==> config.mk <==
export PLATFORM = sky130hd
export DESIGN_NAME = mem_ctrl
export DESIGN_NICKNAME = d
export VERILOG_FILES = /design/src/rtl/mem_ctrl_pkg.sv /design/src/rtl/mem_array.sv /design/src/rtl/mem_ctrl.sv
export SDC_FILE = /design/constraint.sdc
export NUM_CORES = 1
export LEC_CHECK = 0
export CAP_MARGIN = 20
export CORE_ASPECT_RATIO = 1.1
export CORE_UTILIZATION = 50
export DETAILED_ROUTE_END_ITERATION = 10
export PLACE_DENSITY = 0.78
export SETUP_SLACK_MARGIN = 0.2
export SLEW_MARGIN = 10
export SYNTH_ARGS = -nofsm -noshare
export SYNTH_HDL_FRONTEND = slang
export SYNTH_SLANG_ARGS = --single-unit
export TNS_END_PERCENT = 100
==> constraint.sdc <==
create_clock -name CLK -period 2.39 [get_ports CLK]
set_clock_uncertainty 0.05 [all_clocks]
set_input_delay 0.478 -clock CLK [delete_from_list [all_inputs] [get_ports CLK]]
set_output_delay 0.478 -clock CLK [all_outputs]
set_load 0.03 [all_outputs]
==> src/rtl/mem_ctrl_pkg.sv <==
// Shared definitions for the request/acknowledge memory controller:
// default geometry and the FSM state encoding.
package mem_ctrl_pkg;

    localparam int DEF_DATA_W = 8;
    localparam int DEF_ADDR_W = 3;

    typedef enum logic [2:0] {
        ST_IDLE  = 3'd0,
        ST_WRITE = 3'd1,
        ST_READ  = 3'd2,
        ST_CLEAR = 3'd3,
        ST_DONE  = 3'd4
    } state_t;

endpackage

==> src/rtl/mem_array.sv <==
// Private storage behind mem_ctrl: one synchronous write port and one
// registered read port, no reset on contents.
module mem_array #(
    parameter int DATA_W = 8,
    parameter int ADDR_W = 3
) (
    input  logic              CLK,
    input  logic              we,
    input  logic [ADDR_W-1:0] waddr,
    input  logic [DATA_W-1:0] wdata,
    input  logic [ADDR_W-1:0] raddr,
    output logic [DATA_W-1:0] rdata
);

    logic [DATA_W-1:0] mem [2**ADDR_W];

    always_ff @(posedge CLK) begin
        if (we) begin
            mem[waddr] <= wdata;
        end
        rdata <= mem[raddr];
    end

endmodule

==> src/rtl/mem_ctrl.sv <==
// REQ/ACK controller around mem_array: single-word read/write plus a
// bulk clear that walks every address writing zero.
module mem_ctrl
    import mem_ctrl_pkg::*;
#(
    parameter int DATA_W = DEF_DATA_W,
    parameter int ADDR_W = DEF_ADDR_W
) (
    input  logic              CLK,
    input  logic              RST,
    input  logic              REQ,
    input  logic              WE,
    input  logic              CLR,
    input  logic [ADDR_W-1:0] ADDR,
    input  logic [DATA_W-1:0] DIN,
    output logic [DATA_W-1:0] DOUT,
    output logic              ACK,
    output logic              BUSY
);

    state_t            state;
    state_t            state_next;
    logic [ADDR_W-1:0] addr_q;
    logic [DATA_W-1:0] din_q;
    logic              we_q;
    logic [ADDR_W-1:0] cnt;
    logic              rd_done;
    logic [DATA_W-1:0] dout_q;

    logic              arr_we;
    logic [ADDR_W-1:0] arr_waddr;
    logic [DATA_W-1:0] arr_wdata;
    logic [DATA_W-1:0] arr_rdata;

    always_ff @(posedge CLK) begin
        if (RST) begin
            state   <= ST_IDLE;
            addr_q  <= '0;
            din_q   <= '0;
            we_q    <= 1'b0;
            cnt     <= '0;
            rd_done <= 1'b0;
            dout_q  <= '0;
        end else begin
            state <= state_next;
            if (state == ST_IDLE && REQ) begin
                addr_q <= ADDR;
                din_q  <= DIN;
                we_q   <= WE;
            end
            // The counter's increment from all-ones back to zero is never observed.
            if (state == ST_IDLE) begin
                cnt <= '0;
            end else if (state == ST_CLEAR) begin
                cnt <= cnt + 1'b1;
            end
            rd_done <= (state == ST_READ);
            if (rd_done) begin
                dout_q <= arr_rdata;
            end
        end
    end

    always_comb begin
        state_next = state;
        case (state)
            ST_IDLE: begin
                if (REQ) begin
                    if (CLR) begin
                        state_next = ST_CLEAR;
                    end else if (WE) begin
                        state_next = ST_WRITE;
                    end else begin
                        state_next = ST_READ;
                    end
                end
            end
            ST_WRITE: state_next = ST_DONE;
            ST_READ:  state_next = ST_DONE;
            ST_CLEAR: begin
                if (cnt == '1) begin
                    state_next = ST_DONE;
                end
            end
            ST_DONE:  state_next = ST_IDLE;
            default:  state_next = ST_IDLE;
        endcase
    end

    // Reset must suppress the array write scheduled for the same edge.
    assign arr_we    = ((state == ST_WRITE && we_q) || state == ST_CLEAR) && !RST;
    assign arr_waddr = (state == ST_CLEAR) ? cnt : addr_q;
    assign arr_wdata = (state == ST_CLEAR) ? '0 : din_q;

    // Fresh read data is forwarded in the ACK cycle, then held in dout_q.
    assign DOUT = rd_done ? arr_rdata : dout_q;
    assign ACK  = (state == ST_DONE);
    assign BUSY = (state != ST_IDLE);

    mem_array #(
        .DATA_W(DATA_W),
        .ADDR_W(ADDR_W)
    ) u_mem_array (
        .CLK  (CLK),
        .we   (arr_we),
        .waddr(arr_waddr),
        .wdata(arr_wdata),
        .raddr(addr_q),
        .rdata(arr_rdata)
    );

endmodule
Word-level counts from Yosys, hierarchy flattened
Memories as Yosys holds them, arrays and structs flattened. A register that Yosys moved wholly into a read port is not among the register bits.
Cells that the tools add are included.
W data, S select, Z words.
Storage, ports and cells
  memory bits (writable): 64
  memories: 1
  output and inout port bits: 10
  word-level logic and storage cells: 36
  input port bits: 16
  register bits after elaboration: 27
Operators by class
  $add $sub $neg: 1
  mux-type cells: 10
  reduce and logical (&&, ||, !) cells: 10
  equality and inequality tests: 7
Memories
  u_mem_array.mem: depth 8, bits a word 8, read ports 1, clocked after memory_dff 1, wr ports 1, line mem_array.sv:15  | logic [DATA_W-1:0] mem [2**ADDR_W];
Operators with widths (count)
  $mux W8: 2
  $mux W3: 3
  $pmux W3 S3: 1
  $eq A3 B2 Y1 const B: 2
  $eq A3 B3 Y1 const B: 2
  $mux W2: 2
  $ne A2 B2 Y1 const B: 2
  $reduce_or A2 Y1: 2
  $add A3 B1 Y3 const B: 1
  $eq A3 B1 Y1 const B: 1
  $logic_and A1 B1 Y1: 3
  $logic_not A3 Y1: 1
  $reduce_bool A3 Y1: 1
  $mux W1: 2
  $reduce_and A2 Y1: 1
  $logic_not A1 Y1: 1
  $logic_or A1 B1 Y1: 1

Longest topological paths before layout
  word-level depth: 6
  depth in mapped cells: 6
  gate-level depth less buffers: 4

By module
From an unflattened synthesis, not the netlist that was laid out.
Unflattened totals
  cell total of the unflattened synthesis: 240
  area total of the unflattened synthesis: 3853.7 µm²
Modules (own cells, without submodules)
  mem_array: area an instance 2691.3 µm², times used 1, cells each 114
  mem_ctrl: area an instance 1162.4 µm², times used 1, cells each 126

Least setup slack after synthesis
Ideal clock, no wire load.
  kind: input to register
  start point: input RST
  end point: memory u_mem_array.mem[0][0], enable pin
  slack: -0.061 ns
  library setup time: 0.388 ns
  arrival time: 2.013 ns
  cell stages on the path: 3
  cell sequence: nand2b_1 or4b_2 o32ai_1
Between the ends
  cells in the longest elaborated chain, start to end: 4
Ends and longest elaborated chain
  from (decl): line mem_ctrl.sv:10  | input logic RST,
  $logic_not A1 Y1: line mem_ctrl.sv:91  | assign arr_we = ((state == ST_WRITE && we_q) || state == ST_CLEAR) && !RST;
  $logic_and A1 B1 Y1: line mem_ctrl.sv:91
  $mux W1: line mem_array.sv:18  | if (we) begin
  $mux W1 (not written as such): line mem_array.sv:19  | mem[waddr] <= wdata;
  to (decl): line mem_array.sv:15
Every way passes these cells.

Worst setup path after layout
  start point: register rd_done
  end point: output DOUT[5]
Between the ends
  cells in the longest elaborated chain, start to end: 1
Ends and longest elaborated chain
  from (decl): line mem_ctrl.sv:27  | logic rd_done;
  from (signal assigned): line mem_ctrl.sv:57  | rd_done <= (state == ST_READ);
  $mux W8
  to (decl): line mem_ctrl.sv:16  | output logic [DATA_W-1:0] DOUT,
Every way passes these cells.

==> summary.md <==
After routing the design area is 0.00446 mm^2. The share of layout cells above drive strength 1 came out at 25.0%. Counting every sink on the clock net gives 99.

Cell internal power was estimated by the tool at 0.00240 W. The initial standard-cell utilization of the core is 51.9%. The number of H-tree branching levels is 3, and the proportion of register bits with asynchronous set or reset after synthesis is 0%. The post-synth net total is 271. Final critical-path required period: 2070 ps. In the routed design, unresolved DRC markers number 0. The worst reg2reg path depth works out to 5.

The worst min-delay path category was reg -> reg. Cells fill 59.6% of the core in the end. Once detail routing completed, the nets flagged for antenna violations numbered 0. On the worst path, the slowest cell contributes a delay of 440 ps. For the total count of hold-check failures in the final report, the log shows 0. Number of antenna violations at the first check in global routing: 0. At the end of the flow, the number of nets in the layout was 305. The number of global-route vias before repair is 2216. The logs give 59.9% for the register share of total power and 560 ps for the setup slack of the worst register-to-register path. After detailed routing, the number of vias per cell comes to 5.35.

STA classifies the critical path endpoint as an output pin. Across every metal layer, demand over resource in global routing totals 19.3%. The leakage dissipation came out at 1.52 nW. The switching share of power was 24.3%. The run gives 26 as the count of boundary I/O pins. The path with the worst hold slack has its endpoint at din_q[7]. The clock share of power came out at 31.0%. For the post-placement worst setup slack, the log shows -189 ps. In the final timing run, aggregate negative setup slack is 0 ps. The tools report the last weighted congestion value of the routability-driven placer as 0.825. Among all stages on the critical path, the largest delay is contributed by dfxtp_2.

The number of cells traversed by the worst hold path was 2; the power per cell area was 712 mW/mm^2. The growth of design area from synthesis to finish is 14.8%. The root buffer cell chosen for the clock tree is clkbuf_8.

The clock passes through at most 2 buffers. The floorplan step defined a die boundary enclosing 0.00812 mm^2. Data on the critical path is required at its endpoint by 1860 ps. Traced cell by cell, the critical path runs through mux2_2 > dlygate4sd2_1. The worst setup path is launched from a flop. The die is 86.0 um wide.

The critical path is of the reg -> out type. Setup slack on the critical path of the routed design comes to 322 ps. The run gives 0.000771 W as the power dissipated by switching net loads. The capture point of the worst reg-to-reg path was u_mem_array.mem[3][2]. The hold path startpoint was din_q[7]. The worst-case IR drop observed on VDD is 0.000500 V. For this run, the leading register cell type out of synthesis is edfxtp_1. The number of I/O port buffers came out at 25. For the largest net degree at the start of global routing, the log shows 30.

The logs give 0 for the max-slew violation total from the final report and 0 for the setup-violating endpoint count in the final report. After clock tree synthesis, the flow added hold-fix buffers numbering 0. The average size of a mapped cell is 15.3 um^2. The tools report the count of buffers added by post-CTS timing repair for setup as 0. The tools report the number of library cell types mapped by synthesis as 35. The region available for standard cell placement spans 0.00747 mm^2.

Before antenna repair, the detailed router went through 4 iterations. Across the run, the number of max-cap violations was 0. The wire length of the first global-routing pass is 11200 um. Summed over all layers, the global routing overflow is 0. Total of cells resized after clock tree synthesis: 14. The register clock-pin slew on the reported worst setup and hold paths was 100 ps; the number of synthesis warnings was 0.

After legalization and detailed placement, the total HPWL measured 4610 um. Counting flops and latches in the post-synthesis netlist gives 99. The final worst-path cycle share was 86.5%; the proportion of synthesized chip area in sequential cells was 67.6%. The cell count after synthesis was 253. The run gives 2123 as the total number of vias. At the pin with the least slew margin, the transition time is 629 ps. The run finished with clean final reports.

For this run, the top clock speed supported by timing is 484 MHz. The tools report the worst flop-to-flop path startpoint as addr_q[0]. The antenna cell count came out at 0.

The average wire length per cell after detail routing is 17.1 um. The logs give 1540 ps for the critical path data arrival time and 0.00388 mm^2 for the area of the mapped netlist. The routed design has 6770 um of wire. The die is 94.4 um tall. After the first detailed-routing iteration, the DRC count stood at 177.

The worst pin sits at a relative slew slack of 58.0%. Number of flops mapped to enable cells by yosys: 64. The design draws 0.00317 W. Of the total power, combinational logic draws 9.1%.

Along the worst path, the maximum fanout reaches 8. TritonCTS built the clock tree. Clock latency on the worst-skew pair, taken at its later pin, is 360 ps. The floorplan has 33 rows. The tools report the post-placement cell area as 0.00427 mm^2. Setup repair after global routing left no endpoint under its margin. TritonCTS created 9 clock buffers.
==> cell usage after synthesis, types with 2 or more instances <==
cell type,instances,share of area [%]
buf_4,2,0.39
nand4_1,3,0.48
and2_1,8,1.3
mux4_2,16,9.3
buf_6,3,0.87
o31ai_2,2,0.64
inv_1,5,0.48
edfxtp_1,64,50
nor3_1,5,0.64
nor2b_1,10,1.6
dfxtp_1,35,18
a21oi_1,15,1.9
buf_1,3,0.29
o32ai_1,4,0.90
nand2_1,27,2.6
nor2_1,6,0.58
mux2i_1,2,0.52
nand2b_1,3,0.48
ha_1,2,0.64
clkbuf_1,5,0.48
nand3b_1,2,0.39
mux2_2,16,4.6
buf_2,2,0.26
nor4b_1,2,0.45
==> sequential cells by signal (all words and copies together), names as in the netlist <==
name and count:
addr_q 3, cnt 3, din_q 8, dout_q 8
rd_done 1, state 3, u_mem_array.mem 64, u_mem_array.rdata 8
we_q 1
==> cells by family after synthesis <==
kind of cell,Yosys count,synth area share (%)
DFF,99,67.6
AOI/OAI and AO/OA,22,3.71
adders and majority gates,2,0.645
muxes,34,14.4
and+or+nand+nor,74,10.3
buffers and inverters,21,3.16
xor gates and xnor gates,1,0.226
==> final cells by class <==
class | instances | area, um^2
inverters | 5 | 18.8
well taps | 105 | 131
repair buffers | 39 | 343
clock buffers | 9 | 124
multi-input cells | 133 | 1150
fillers | 563 | 3020
flip-flops and latches | 99 | 2630
clock inverters | 7 | 58.8
==> power by group through the flow <==
stage	clock network (W)	logic, W	registers [W]
after floorplan	0	0.000226	0.00192
after global placement	0	0.000298	0.00194
after detailed placement	0	0.000302	0.00194
after CTS	0.00100	0.000294	0.00190
after global routing	0.00107	0.000319	0.00191
final	0.000983	0.000289	0.00190
==> per-layer routing <==
metal	GRT usage, %	wire [um]	vias to the layer above
met1	24.4	2910	1016
met3	5.07	348	12
met4	10.3	138	0
met2	30.7	3370	84
met5	0	0	-
li1	-	-	1011
==> layout by cell type, fill, tap and decap left out, types with 6 or more instances in the layout <==
master,synthesis,final
mux2_2,16,16
buf_4,2,14
edfxtp_1,64,64
clkbuf_8,0,9
nor2_1,6,6
a21oi_1,15,15
nand2_1,27,27
nor2b_1,10,10
and2_1,8,8
mux4_2,16,16
clkdlybuf4s50_1,0,15
dlygate4sd2_1,0,10
dfxtp_1,35,32
==> worst max-delay path: cells and delay by family, from the launching register on <==
| kind | cells | cell delay (ps) |
|---|---|---|
| flip-flops | 1 | 440 |
| buffers and inverters | 1 | 370 |
| multiplexers | 1 | 360 |
==> per-stage QoR <==
step / hold slack [ps] / instances
after floorplan: 382 / 253
after global placement: 390 / 381
after detailed placement: 397 / 381
after CTS: 410 / 397
after global routing: 425 / 397
final: 408 / 397
==> worst max-delay path by stage <==
stage	startpoint	end	slack (ps)	cells past startpoint
after global placement	RST	u_mem_array.mem[4][4]	-170	5
after floorplan	RST	u_mem_array.mem[0][0]	-60	3
final	rd_done	DOUT[5]	320	2
after global routing	RST	u_mem_array.mem[6][1]	240	6
after detailed placement	RST	u_mem_array.mem[4][1]	-190	5
after CTS	RST	u_mem_array.mem[6][1]	190	5
Power figures use the tool's default switching activity.
